--- config.mk ---
export PLATFORM = sky130hd
export DESIGN_NAME = cmsdk_ahb_sram_arbiter
export DESIGN_NICKNAME = d
export VERILOG_FILES = /design/src/rtl/cmsdk_ahb_arb_pkg.sv /design/src/rtl/cmsdk_ahb_arb_hold_reg.sv /design/src/rtl/cmsdk_ahb_sram_arbiter.sv
export SDC_FILE = /design/constraint.sdc
export NUM_CORES = 1
export LEC_CHECK = 0
export ABC_AREA = 0
export CAP_MARGIN = 10
export CORE_UTILIZATION = 36
export DETAILED_ROUTE_END_ITERATION = 8
export PLACE_DENSITY_LB_ADDON = 0.2
export SLEW_MARGIN = 25
export SYNTH_ARGS = -nofsm -noshare
export SYNTH_HDL_FRONTEND = slang
export SYNTH_HIERARCHICAL = 1
export SYNTH_SLANG_ARGS = --single-unit
--- constraint.sdc ---
create_clock -name HCLK -period 2.2 [get_ports HCLK]
set_input_delay 0.33 -clock HCLK [delete_from_list [all_inputs] [get_ports HCLK]]
set_output_delay 0.33 -clock HCLK [all_outputs]
set_load 0.05 [all_outputs]
--- src/rtl/cmsdk_ahb_arb_pkg.sv ---
// Shared constants for the two-master SRAM arbiter: AHB transfer types and
// the encoding of which master currently owns the slave data phase.
package cmsdk_ahb_arb_pkg;

  localparam logic [1:0] HTRANS_IDLE   = 2'b00;
  localparam logic [1:0] HTRANS_BUSY   = 2'b01;
  localparam logic [1:0] HTRANS_NONSEQ = 2'b10;
  localparam logic [1:0] HTRANS_SEQ    = 2'b11;

  typedef enum logic [1:0] {
    OWN_NONE = 2'd0,
    OWN_M0   = 2'd1,
    OWN_M1   = 2'd2
  } owner_e;

endpackage

--- src/rtl/cmsdk_ahb_arb_hold_reg.sv ---
// Per-master address-phase hold register: captures a stalled request and
// presents either the held or the live attributes to the arbiter.
module cmsdk_ahb_arb_hold_reg
  import cmsdk_ahb_arb_pkg::*;
#(
  parameter int AW = 16
) (
  input  logic          clk,
  input  logic          rst_n,
  input  logic          load_i,
  input  logic          clear_i,
  input  logic [AW-1:0] haddr_i,
  input  logic [2:0]    hsize_i,
  input  logic          hwrite_i,
  output logic          pend_valid_o,
  output logic [AW-1:0] haddr_o,
  output logic [2:0]    hsize_o,
  output logic          hwrite_o
);

  logic          pend_q;
  logic [AW-1:0] haddr_q;
  logic [2:0]    hsize_q;
  logic          hwrite_q;

  always_ff @(posedge clk or negedge rst_n) begin
    if (!rst_n) begin
      pend_q   <= 1'b0;
      haddr_q  <= '0;
      hsize_q  <= '0;
      hwrite_q <= 1'b0;
    end else if (load_i) begin
      pend_q   <= 1'b1;
      haddr_q  <= haddr_i;
      hsize_q  <= hsize_i;
      hwrite_q <= hwrite_i;
    end else if (clear_i) begin
      pend_q   <= 1'b0;
    end
  end

  assign pend_valid_o = pend_q;
  assign haddr_o      = pend_q ? haddr_q  : haddr_i;
  assign hsize_o      = pend_q ? hsize_q  : hsize_i;
  assign hwrite_o     = pend_q ? hwrite_q : hwrite_i;

endmodule

--- src/rtl/cmsdk_ahb_sram_arbiter.sv ---
// Two-master AHB-Lite arbiter in front of the shared SRAM slave port.
// Fixed M0 priority by default; define ARB_ROUND_ROBIN_EN for alternating priority.
module cmsdk_ahb_sram_arbiter
  import cmsdk_ahb_arb_pkg::*;
#(
  parameter int AW = 16
) (
  input  logic          HCLK,
  input  logic          HRESETn,
  input  logic          m0_hsel,
  input  logic [AW-1:0] m0_haddr,
  input  logic [1:0]    m0_htrans,
  input  logic [2:0]    m0_hsize,
  input  logic          m0_hwrite,
  input  logic [31:0]   m0_hwdata,
  input  logic          m0_hready,
  output logic          m0_hreadyout,
  output logic [31:0]   m0_hrdata,
  output logic          m0_hresp,
  input  logic          m1_hsel,
  input  logic [AW-1:0] m1_haddr,
  input  logic [1:0]    m1_htrans,
  input  logic [2:0]    m1_hsize,
  input  logic          m1_hwrite,
  input  logic [31:0]   m1_hwdata,
  input  logic          m1_hready,
  output logic          m1_hreadyout,
  output logic [31:0]   m1_hrdata,
  output logic          m1_hresp,
  output logic          s_hsel,
  output logic [AW-1:0] s_haddr,
  output logic [1:0]    s_htrans,
  output logic [2:0]    s_hsize,
  output logic          s_hwrite,
  output logic [31:0]   s_hwdata,
  output logic          s_hready,
  input  logic          s_hreadyout,
  input  logic [31:0]   s_hrdata,
  input  logic          s_hresp
);

  logic          live0, live1, pend0, pend1, req0, req1;
  logic          win0, win1, issue;
  logic [AW-1:0] addr0, addr1;
  logic [2:0]    size0, size1;
  logic          write0, write1;
  owner_e        dp_own_q, dp_own_d;

  assign live0 = m0_hsel & m0_hready & ((m0_htrans == HTRANS_NONSEQ) | (m0_htrans == HTRANS_SEQ));
  assign live1 = m1_hsel & m1_hready & ((m1_htrans == HTRANS_NONSEQ) | (m1_htrans == HTRANS_SEQ));
  assign req0  = pend0 | live0;
  assign req1  = pend1 | live1;

  assign s_hready = (dp_own_q == OWN_NONE) ? 1'b1 : s_hreadyout;
  assign issue    = s_hready & (req0 | req1);

`ifdef ARB_ROUND_ROBIN_EN
  // Set means M1 was granted last, so M0 is preferred on the next contention.
  logic last_grant_q;

  always_ff @(posedge HCLK or negedge HRESETn) begin
    if (!HRESETn)   last_grant_q <= 1'b1;
    else if (issue) last_grant_q <= win1;
  end

  assign win0 = req0 & (~req1 | last_grant_q);
`else
  assign win0 = req0;
`endif
  assign win1 = req1 & ~win0;

  cmsdk_ahb_arb_hold_reg #(.AW(AW)) u_hold0 (
    .clk          (HCLK),
    .rst_n        (HRESETn),
    .load_i       (live0 & ~pend0 & ~(issue & win0)),
    .clear_i      (pend0 & issue & win0),
    .haddr_i      (m0_haddr),
    .hsize_i      (m0_hsize),
    .hwrite_i     (m0_hwrite),
    .pend_valid_o (pend0),
    .haddr_o      (addr0),
    .hsize_o      (size0),
    .hwrite_o     (write0)
  );

  cmsdk_ahb_arb_hold_reg #(.AW(AW)) u_hold1 (
    .clk          (HCLK),
    .rst_n        (HRESETn),
    .load_i       (live1 & ~pend1 & ~(issue & win1)),
    .clear_i      (pend1 & issue & win1),
    .haddr_i      (m1_haddr),
    .hsize_i      (m1_hsize),
    .hwrite_i     (m1_hwrite),
    .pend_valid_o (pend1),
    .haddr_o      (addr1),
    .hsize_o      (size1),
    .hwrite_o     (write1)
  );

  // SEQ is always re-issued as NONSEQ since the burst context is lost across masters.
  assign s_hsel   = issue;
  assign s_htrans = issue ? HTRANS_NONSEQ : HTRANS_IDLE;
  assign s_haddr  = issue ? (win0 ? addr0 : addr1) : '0;
  assign s_hsize  = issue ? (win0 ? size0 : size1) : '0;
  assign s_hwrite = issue & (win0 ? write0 : write1);

  always_comb begin
    dp_own_d = dp_own_q;
    if (s_hready) dp_own_d = issue ? (win0 ? OWN_M0 : OWN_M1) : OWN_NONE;
  end

  always_ff @(posedge HCLK or negedge HRESETn) begin
    if (!HRESETn) dp_own_q <= OWN_NONE;
    else          dp_own_q <= dp_own_d;
  end

  always_comb begin
    s_hwdata = '0;
    case (dp_own_q)
      OWN_M0:  s_hwdata = m0_hwdata;
      OWN_M1:  s_hwdata = m1_hwdata;
      default: s_hwdata = '0;
    endcase
  end

  assign m0_hreadyout = (dp_own_q == OWN_M0) ? s_hreadyout : ~pend0;
  assign m1_hreadyout = (dp_own_q == OWN_M1) ? s_hreadyout : ~pend1;
  assign m0_hresp     = (dp_own_q == OWN_M0) & s_hresp;
  assign m1_hresp     = (dp_own_q == OWN_M1) & s_hresp;
  assign m0_hrdata    = s_hrdata;
  assign m1_hrdata    = s_hrdata;

endmodule

==> flow_metrics.py <==
metrics = {
    "outcome": {
        "status": "finished clean",
    },
    "routing": {
        "firstDrtPassIters": 4,
        "drc": 0,
        "avgRoutedWirePerCell_um": 21.6,
        "vias": 2957,
        "drt-initial-drc-count": 144,
        "wl_um": 12600,
        "drtAntennaViolNets": 0,
        "vias_per_cell": 5.05,
    },
    "clock_tree": {
        "cts_max_level": 2,
        "clock_sinks": 44,
        "cts_buffers": 5,
        "cts_tree": "built",
        "path_clk_slew_ps": 90,
        "clkLatencyLatePin_ps": 310,
        "clk_path_buf_depth": 2,
        "cts-root-buf": "clkbuf_8",
    },
    "timing": {
        "hold_viol": 0,
        "final.min_clock_period_ps": 2150,
        "tns_ps": 0,
        "rsz0062_at_grt": "true",
        "setup_viol": 0,
        "period_share_pct": 97.8,
        "finalWorstSetupSlack_ps": 48.0,
        "fmax_ghz": 0.465,
        "fin_skew_ps": 12.0,
        "finalMaxSlewViolations": 0,
    },
    "setup_path": {
        "slowest_delay_ps": 400,
        "r2r_cells": 8,
        "start_kind": "flip-flop",
        "r2r_slack_ps": 240,
        "cp_max_fo": 6,
        "worstPathRequired_ps": 1870,
        "endpoint_kind": "output pin",
        "crit_type": "flip-flop to output pin",
        "critPathSlowestCell": "dfrtp_1",
        "worstReg2RegEnd": "u_hold0/haddr_q[11]",
        "crit_chain": "inv_2 -> ha_4 -> nor2_4 -> nor4_4 -> buf_4 -> a22o_1 -> buf_12",
        "worstReg2RegStart": "dp_own_q[1]",
        "cp.arrival_ps": 1820,
    },
    "synthesis": {
        "synthCells": 328,
        "ys_ff_latch": 44,
        "synth.distinct_cells": 27,
        "syn_area_sq_um": 3800,
        "avgSynthCellArea_sq_um": 11.6,
        "ys_warn_count": 6,
        "syn-num-nets": 479,
        "yosysSeqAreaShare_pct": 29.0,
    },
    "die": {
        "start_util_pct": 36.9,
        "num_io_pins": 272,
        "die_h_um": 105,
        "coreArea_sq_um": 10300,
        "die_w_um": 105,
        "fp-row-count": 37,
        "die_area_sq_um": 11000,
    },
    "grt": {
        "grtUsageTotal_pct": 22.7,
        "grt_max_degree": 35,
        "grt-ovfl-total": 0,
        "grt_pass1_wl_um": 19000,
        "antenna_found_initial": 0,
        "grt_pass1_vias": 3243,
    },
    "power_and_ir_drop": {
        "ir_worst_vdd_mv": 0.939,
        "swShare_pct": 43.6,
        "seq_power_share_pct": 14.9,
        "clockPowerShare_pct": 6.3,
        "finalPower_mw": 9.95,
        "power_density_nw_per_um2": 1610,
        "internal-power_mw": 5.61,
        "power.leakage_nw": 2.67,
        "power_switching_mw": 4.34,
        "combPwrFrac_pct": 78.8,
    },
    "worst_hold_path": {
        "hp-class": "input pin to async pin",
    },
    "final_layout": {
        "drive_above_1_share_pct": 44.1,
        "final_nets": 599,
        "fin_area_sq_um": 6170,
        "multiInputGateArea_sq_um": 2140,
        "area_growth_pct": 62.4,
        "fillers": 836,
        "mostFrequentLayoutCells": "clkdlybuf4s50_1 (106), mux2_4 (76), buf_12 (63)",
        "final_common_cell": "clkdlybuf4s50_1",
        "stdcell_count": 585,
        "diodes": 0,
        "seqCellArea_sq_um": 1100,
    },
    "placed_design": {
        "place_inst": 570,
        "numPortBuffers": 172,
        "dpl.hpwl_um": 9980,
        "placed_area_sq_um": 5850,
        "gp_congestion": 0.795,
        "pre_cts_ws_ps": -11.0,
    },
    "job": {
        "cap_viol_max_count": 0,
    },
}
-- layer usage --
layer | wire (um) | GRT usage, % | vias up | share of wire, %
met4 | 240 | 6.04 | 0 | 1.9
met3 | 1350 | 9.98 | 28 | 11
li1 | - | - | 1333 | -
met1 | 4800 | 26.4 | 1430 | 38
met5 | 0 | 0 | - | 0
met2 | 6260 | 37.9 | 166 | 49
-- Yosys cell counts --
cell	number	area, sq um
inv_1	5	18.8
buf_2	7	35.0
a21o_1	3	22.5
and2_1	3	18.8
mux2_4	76	1140
nor3b_1	1	7.51
a22o_1	20	175
o21a_1	1	7.51
inv_2	1	3.75
a21oi_1	2	10.0
a22oi_1	32	240
nand3_1	1	5.00
buf_6	10	113
nor2_4	1	11.3
mux2i_1	2	20.0
nor2b_1	32	200
nor4_4	1	21.3
a211oi_1	1	7.51
and3_1	2	12.5
nor2_1	2	7.51
buf_4	66	495
conb_1	1	3.75
dfrtp_1	44	1100
ha_1	3	37.5
a31oi_2	1	12.5
mux2_2	4	45.0
clkbuf_1	6	22.5
-- how the worst max path moves through the flow --
| stage | endpoint | start | slack [ps] |
|---|---|---|---|
| floorplan | m0_hreadyout | dp_own_q[1] | 20 |
| global placement | s_hsize[0] | m1_htrans[1] | 20 |
| detailed placement | u_hold1/haddr_q[1] | m0_htrans[1] | -10 |
| CTS | s_haddr[4] | m0_hsel | 10 |
| global route | s_hwrite | dp_own_q[0] | -50 |
| finish | s_haddr[12] | dp_own_q[1] | 50 |
-- registers in the layout (all words and copies together) (netlist names) --
signal	count
u_hold0/pend_valid_o	1
u_hold0/haddr_q	16
u_hold1/hsize_q	3
u_hold0/hwrite_q	1
u_hold0/hsize_q	3
dp_own_q	2
u_hold1/pend_valid_o	1
u_hold1/hwrite_q	1
u_hold1/haddr_q	16
-- power by group through the flow --
stage          combinational (mW)  sequential [mW]  clock [mW]
6_report                     7.84             1.48       0.631
5_1_grt                      8.15             1.52       0.676
4_1_cts                      7.70             1.46       0.646
3_5_place_dp                 7.56             1.46           0
3_3_place_gp                 7.49             1.45           0
2_1_floorplan                4.70             1.41           0
-- through the flow --
stage / hold WS (ps) / utilization (%)
after floorplan: 34.4 / -
after global placement: 244 / 56.9
after detailed placement: 255 / 56.9
after CTS: 456 / 58.8
after global routing: 468 / 60.0
final: 452 / 60.0
-- critical path: cells and delay by family, from the launching register on --
| kind | cells | cell delay, ps |
|---|---|---|
| flops | 1 | 400 |
| simple gates | 2 | 320 |
| buf+inv | 3 | 470 |
| compound gates | 1 | 200 |
| fa+ha+maj | 1 | 140 |
-- what timing repair did --
item,4_1_cts,5_1_grt
endpoints found under the setup margin,20,20
resized for setup,9,22
endpoints found under the hold margin,13,0
hold buffers,1,0
buffers inserted,3,2
gates cloned,0,1
pin swaps,5,9
-- area by class of cell --
cell class | count | share of cell area, %
repair buffers | 202 | 42.5
clock inverters | 2 | 0.568
well taps | 136 | 2.76
clock buffers | 6 | 1.18
flip-flops and latches | 44 | 17.9
multi-input cells | 189 | 34.7
inverters | 6 | 0.406
-- cell families after synthesis --
logic type | synth area share, %
AO/OA/AOI/OAI | 12.5
adder cells (fa/ha/maj) | 0.989
buffers and inverters | 18.1
flip-flops | 29.0
multiplexers | 31.8
other | 0.0988
AND/OR/NAND/NOR | 7.48
No activity file was read; power rests on OpenSTA's default activity.
